`src/rtl/fetch_seq.sv`:
```
// Instruction-fetch sequencer: fetches imem[pc_desp] over req/ack, hands it to decode over valid/ready,
// and produces the next PC for PC_reg. Optional feature macro: FETCH_MISALIGN_TRAP_EN.
module fetch_seq #(
  parameter int PC_W    = 10,
  parameter int INSTR_W = 32,
  parameter int PC_STEP = 4
) (
  input  logic               clk,
  input  logic               rst,
  input  logic [PC_W-1:0]    pc_desp,
  output logic [PC_W-1:0]    pc_antes,
  output logic               imem_req,
  output logic [PC_W-3:0]    imem_addr,
  input  logic               imem_ack,
  input  logic [INSTR_W-1:0] imem_rdata,
  output logic               instr_valid,
  input  logic               instr_ready,
  output logic [INSTR_W-1:0] instr_out,
  output logic [PC_W-1:0]    instr_pc,
  input  logic               redirect_valid,
  input  logic [PC_W-1:0]    redirect_pc,
  output logic               misalign_err,
  output logic [1:0]         state_dbg
);

  // Handshakes: imem transfer happens when imem_req & imem_ack; decode transfer when
  // instr_valid & instr_ready. Both producers hold their payload until the transfer.
  localparam logic [1:0] S_IDLE  = 2'd0;
  localparam logic [1:0] S_REQ   = 2'd1;
  localparam logic [1:0] S_VALID = 2'd2;

  logic [1:0]         state_q, state_d;
  logic [INSTR_W-1:0] instr_q, instr_d;
  logic [PC_W-1:0]    ipc_q, ipc_d;
  logic               misalign_q, misalign_d;
  logic               redir_bad;
  logic [PC_W-1:0]    redir_target;

`ifdef FETCH_MISALIGN_TRAP_EN
  assign redir_bad    = redirect_valid && (redirect_pc[1:0] != 2'b00);
  assign redir_target = redirect_pc;
`else
  assign redir_bad    = 1'b0;
  assign redir_target = {redirect_pc[PC_W-1:2], 2'b00};
`endif

  always_comb begin
    state_d    = state_q;
    instr_d    = instr_q;
    ipc_d      = ipc_q;
    misalign_d = misalign_q;
    pc_antes   = pc_desp;
    case (state_q)
      S_IDLE:  if (!misalign_q) state_d = S_REQ;
      S_REQ: begin
        if (imem_ack) begin
          instr_d = imem_rdata;
          ipc_d   = pc_desp;
          state_d = S_VALID;
        end
      end
      S_VALID: begin
        if (instr_ready) begin
          pc_antes = pc_desp + PC_W'(PC_STEP);
          state_d  = S_REQ;
        end
      end
      default: state_d = S_IDLE;
    endcase
    // Redirect wins over everything; a same-cycle ack is dropped by keeping the old payload.
    if (redirect_valid && !misalign_q) begin
      instr_d = instr_q;
      ipc_d   = ipc_q;
      if (redir_bad) begin
        misalign_d = 1'b1;
        pc_antes   = pc_desp;
        state_d    = S_IDLE;
      end else begin
        pc_antes = redir_target;
        state_d  = S_REQ;
      end
    end
    if (rst) pc_antes = '0;
  end

  always_ff @(posedge clk) begin
    if (rst) begin
      state_q    <= S_IDLE;
      instr_q    <= '0;
      ipc_q      <= '0;
      misalign_q <= 1'b0;
    end else begin
      state_q    <= state_d;
      instr_q    <= instr_d;
      ipc_q      <= ipc_d;
      misalign_q <= misalign_d;
    end
  end

  assign imem_req     = (state_q == S_REQ);
  assign imem_addr    = pc_desp[PC_W-1:2];
  assign instr_valid  = (state_q == S_VALID);
  assign instr_out    = instr_q;
  assign instr_pc     = ipc_q;
  assign misalign_err = misalign_q;
  assign state_dbg    = state_q;

endmodule

```
`config.mk`:
```
export PLATFORM = sky130hd
export DESIGN_NAME = fetch_seq
export DESIGN_NICKNAME = d
export VERILOG_FILES = /design/src/rtl/fetch_seq.sv
export SDC_FILE = /design/constraint.sdc
export NUM_CORES = 1
export LEC_CHECK = 0
export BUFFER_PORTS_ARGS = -buffer_cell sky130_fd_sc_hd__buf_2
export CORE_MARGIN = 5
export CORE_UTILIZATION = 38
export CTS_CLUSTER_SIZE = 12
export DETAILED_ROUTE_END_ITERATION = 10
export PLACE_DENSITY = 0.85
export SETUP_SLACK_MARGIN = 0.5
export SKIP_LAST_GASP = 1
export SYNTH_ARGS = -nofsm -noshare
export SYNTH_HDL_FRONTEND = slang
export SYNTH_SLANG_ARGS = --single-unit
```
`constraint.sdc`:
```
create_clock -name clk -period 1.5 [get_ports clk]
set_input_delay 0.3 -clock clk [delete_from_list [all_inputs] [get_ports clk]]
set_output_delay 0.3 -clock clk [all_outputs]
set_load 0.005 [all_outputs]
```
======== Word level (Yosys, flattened, before mapping) ========
Cells that the tools add are included.
cells by class
  mux-type cells .......................... 8
  bitwise operators ....................... 1
  equal/unequal tests ..................... 6
  $add $sub $neg .......................... 1
  reductions and logical operators ........ 5
operators by type and width
  kind                                                   number
  two-way mux 10 bit                                     4
  adder 10 x 3 -> 10 bit, second input constant          1
  inequality test 3 x 1 -> 1 bit, second input constant  2
  one-hot mux 2 bit (3 select lines)                     1
  two-way mux 2 bit                                      2
  inequality test 2 x 1 -> 1 bit, second input constant  2
  AND reduction 2 bit                                    2
  AND reduction 3 bit                                    1
  == test 2 x 1 -> 1 bit, second input constant          1
  == test 2 bit, second input constant                   1
  logical NOT 2 bit                                      1
  OR reduction 2 bit                                     1
  two-way mux 1 bit                                      1
  inverter 1 bit                                         1
storage, ports and cells
  input port bits ......................... 57
  output and inout bits ................... 65
  flip-flop bits (word level) ............. 44

======== Logic depth before layout (Yosys ltp) ========
  depth after elaboration ................. 5
  gate-level depth with buffers ........... 6
  depth with buffers taken out ............ 4

======== Worst setup path after synthesis ========
No wires, ideal clock.
  kind .................................... flip-flop to output port
  from .................................... register state_q[1] (netlist: state_dbg[1])
  to ...................................... output port pc_antes[7]
  buffers on the path ..................... 1
  data required time ...................... 1,200 ps
  arrival time ............................ 1,258 ps
  path slack .............................. -58 ps
  cell stages (with the launch flop) ...... 5
  cells stage by stage .................... dfxtp_1 buf_6 nand4b_1 or3_1 a311oi_1
between the ends
  cells in the longest elaborated chain, start to end .. 4
ends and longest elaborated chain
  item                    line  source
  from (decl)             32    logic [1:0] state_q, state_d;
  from (signal assigned)  93    state_q <= state_d;
  == test 2 bit           53    case (state_q)
  two-way mux 10 bit      53
  two-way mux 10 bit      71    if (redirect_valid && !misalign_q) begin
  two-way mux 10 bit      83    if (rst) pc_antes = '0;
  to (decl)               11    output logic [PC_W-1:0] pc_antes,
No other way between the ends.

======== Worst setup path after layout ========
  from .................................... register state_q[0] (netlist: state_dbg[0])
  to ...................................... output port pc_antes[4]
The elaborated chain is that of the path after synthesis.

==> metrics.md <==
| Metric | Value |
|---|---|
| Status | complete, but fails checks |
| Failing checks | setup timing |
| DP HPWL | 4330 um |
| WHS Endpoint | instr_out[20] |
| Max stage delay on crit path | 340 ps |
| Worst hold slack | 220 ps |
| Worst Path Required | 1200 ps |
| Routability cong. | 0.833 |
| Largest cells by area after synthesis | dfxtp_1 (45%), nand2_1 (16%), a21oi_1 (11%) |
| Die Ht | 81.8 um |
| Clock Latency Late Sink | 300 ps |
| I/O pins | 122 |
| Initial Utilization | 38.8% |
| CP Max Fanout | 3 |
| Area Overhead vs Synth | 86.3% |
| Die ar. | 0.00669 mm2 |
| Total CTS buffers | 5 |
| Place WS | -223 ps |
| First-pass GRT wire length | 10300 um |
| Fin nets | 459 |
| M3 GR Usage | 5.70% |
| Post-synth top area cell | dfxtp_1 |
| Peak supply drop | 0.535 mV |
| Site row count | 26 |
| Mean Syn Cell Area | 7.68 um2 |
| Wire length per cell | 15.3 um |
| Overall Global Routing Usage | 19.7% |
| Worst-path clk slew | 90 ps |
| Port Buffers | 118 |
| EDFF count, synth | 0 |
| Register area share after synthesis | 45.0% |
| Fmax | 526 MHz |
| Reg2Reg Depth | 9 |
| Slew Limit Fails | 0 |
| Syn nets | 313 |
| Clock buffer depth | 2 |
| Netlist Area Pre-Place | 0.00196 mm2 |
| Initial antenna violation count | 0 |
| Reg2Reg Launch Point | state_dbg[0] |
| Tot Pwr | 2.74 mW |
| Final worst slack | -400 ps |
| Critical path buffers and inverters | 3 |
| Pre-Repair DR Iteration Count | 4 |
| Die Wd | 81.8 um |
| Final setup vio count | 50 |
| Clock sink count | 44 |
| Ys flop type | dfxtp_1 |
| Hold crit path type | in2reg |
| Min Tclk post-route | 1900 ps |
| Hold path depth | 3 |
| Hold_sp | imem_rdata[20] |
| DP Cell Count | 445 |
| Global route overflow | 0 |
| Initial drt markers | 59 |
| Arr. time, crit path | 1600 ps |
| Critical path cell sequence | buf_4, buf_6, nand4b_1, xor2_1, a211oi_2, buf_2 |
| Setup crit end kind | output pin |
| Crit path kind | reg2out |
| Root Driver | clkbuf_8 |
| Vias | 2373 |
| Met1 Use GR | 23.0% |
| FF-to-FF End | instr_out[8] |
| Cell variety after synth | 32 |
| Pin count of the biggest net entering global routing | 28 |
| Worst Skew | 3.98 ps |
| Core area | 0.00504 mm2 |
| Top cell type's share of synthesized area | 45.0% |
| Period utilization | 127% |
| Most used routing layer | met2 |
| Vias in the first global route | 2217 |
| Worst setup SP type | register |
| DRC | 0 |
| Max_cap viols | 0 |
| Reg2Reg Setup Slack | -50 ps |
| Final core utilization | 72.3% |
| Unrepaired setup endpoints after global routing | true |
| Share of cells above drive strength 1 | 75.6% |
| Final Hold Viols | 0 |
| Finished Layout Cells | 472 |
| H-Tree Depth | 2 |
| Final WL | 7210 um |
| Number of diodes | 0 |
| Worst path slowest cell | dfxtp_2 |
| Pwr/cell area | 752 mW/mm2 |
| Post-Synthesis Cells | 255 |
| Synth Register Bits | 44 |
| Top delay family on crit path | buffers and inverters |
| Ys async rst share | 0% |
| M2 GR Usage | 35.6% |
| Routed vias/inst | 5.03 |
| Warnings, synthesis | 0 |
| CTS tree | done |
| Leakage | 1.60 nW |
| Post-detailed-route count of antenna-violating nets | 0 |
## registers in the layout, summed over array words and instances (netlist names)
name / flops
instr_out: 32
instr_pc: 10
state_dbg: 2
## worst max-delay path by stage
stage,from,endpoint,slack [ps],depth (start not counted)
floorplan,redirect_valid,pc_antes[9],30,4
global placement,pc_desp[2],pc_antes[8],-180,6
detailed placement,pc_desp[2],pc_antes[8],-220,6
CTS,state_dbg[0],pc_antes[8],-380,4
global route,state_dbg[0],pc_antes[7],-510,4
finish,state_dbg[0],pc_antes[4],-400,6
## tightest hold or removal path, cell delays in order
cell     delay [ps]
buf_2           100
nand2_2          40
a21oi_1          40
## placed cells by master, fill, tap and decap left out, types with 2 or more instances in the layout
cell type / instances
nand2_1: 52
a21oi_2: 36
buf_6: 36
clkbuf_8: 5
nand4_1: 3
nand2_2: 30
a211oi_2: 3
nor3_1: 2
buf_16: 3
a311oi_2: 4
o21ai_0: 4
nor3b_2: 2
inv_1: 4
buf_2: 92
nand2_4: 3
nand3_1: 3
buf_12: 3
nand4b_1: 2
a21oi_1: 8
xor2_1: 2
dfxtp_2: 43
nor2_1: 7
buf_4: 31
or3_1: 3
## layout make-up
type / count / area, um2
flip-flops and latches: 44 / 938
repair buffers: 167 / 1280
fillers: 356 / 1400
inverters: 4 / 15.0
multi-input cells: 179 / 1210
well taps: 70 / 87.6
clock inverters: 3 / 46.3
clock buffers: 5 / 68.8
## power by group
part | switching [mW] | internal (mW) | leakage, nW
registers | 0.0245 | 1.21 | 0.378
logic | 0.267 | 0.306 | 1.17
clock network | 0.430 | 0.502 | 0.0548
## what timing repair did
| action | CTS | global route |
|---|---|---|
| cloned | 4 | 1 |
| setup buffers | 12 | 2 |
| setup endpoints to repair | 99 | 102 |
| hold buffers | 0 | 0 |
| pin swaps | 20 | 10 |
| resized for setup | 106 | 65 |
## cells by family (layout without fill, tap and decap cells)
group / count (synthesis) / in the layout / share of synthesized area, %
AO/OA/AOI/OAI: 58 / 58 / 16.4
XOR/XNOR: 2 / 2 / 0.895
adder cells (fa/ha/maj): 1 / 1 / 0.639
buffers and inverters: 32 / 179 / 9.46
flip-flops: 44 / 44 / 45.0
multiplexers: 1 / 1 / 0.511
other: 1 / 1 / 0.192
AND/OR/NAND/NOR: 116 / 116 / 26.9
## Yosys cell counts, drive strengths merged (3+ instances only)
library cell  count
a21oi            44
nor2              7
nand2            85
o21ai             5
nand4             3
nand3             3
a211oi            3
or3               4
buf              21
clkbuf            7
inv               4
dfxtp            44
a311oi            4
## stage by stage
step	setup TNS [ps]	cell area, um2
after floorplan	0	2050
after global placement	-808	2760
after detailed placement	-973	2760
after CTS	-2760	3340
after global routing	-7290	3650
final	-3600	3650
## metal layers
metal	vias up	part of all wire, %
met4	0	0.92
met2	82	53
met1	1146	38
li1	1133	-
met5	-	0
met3	12	7.4
Power figures use the tool's default switching activity.
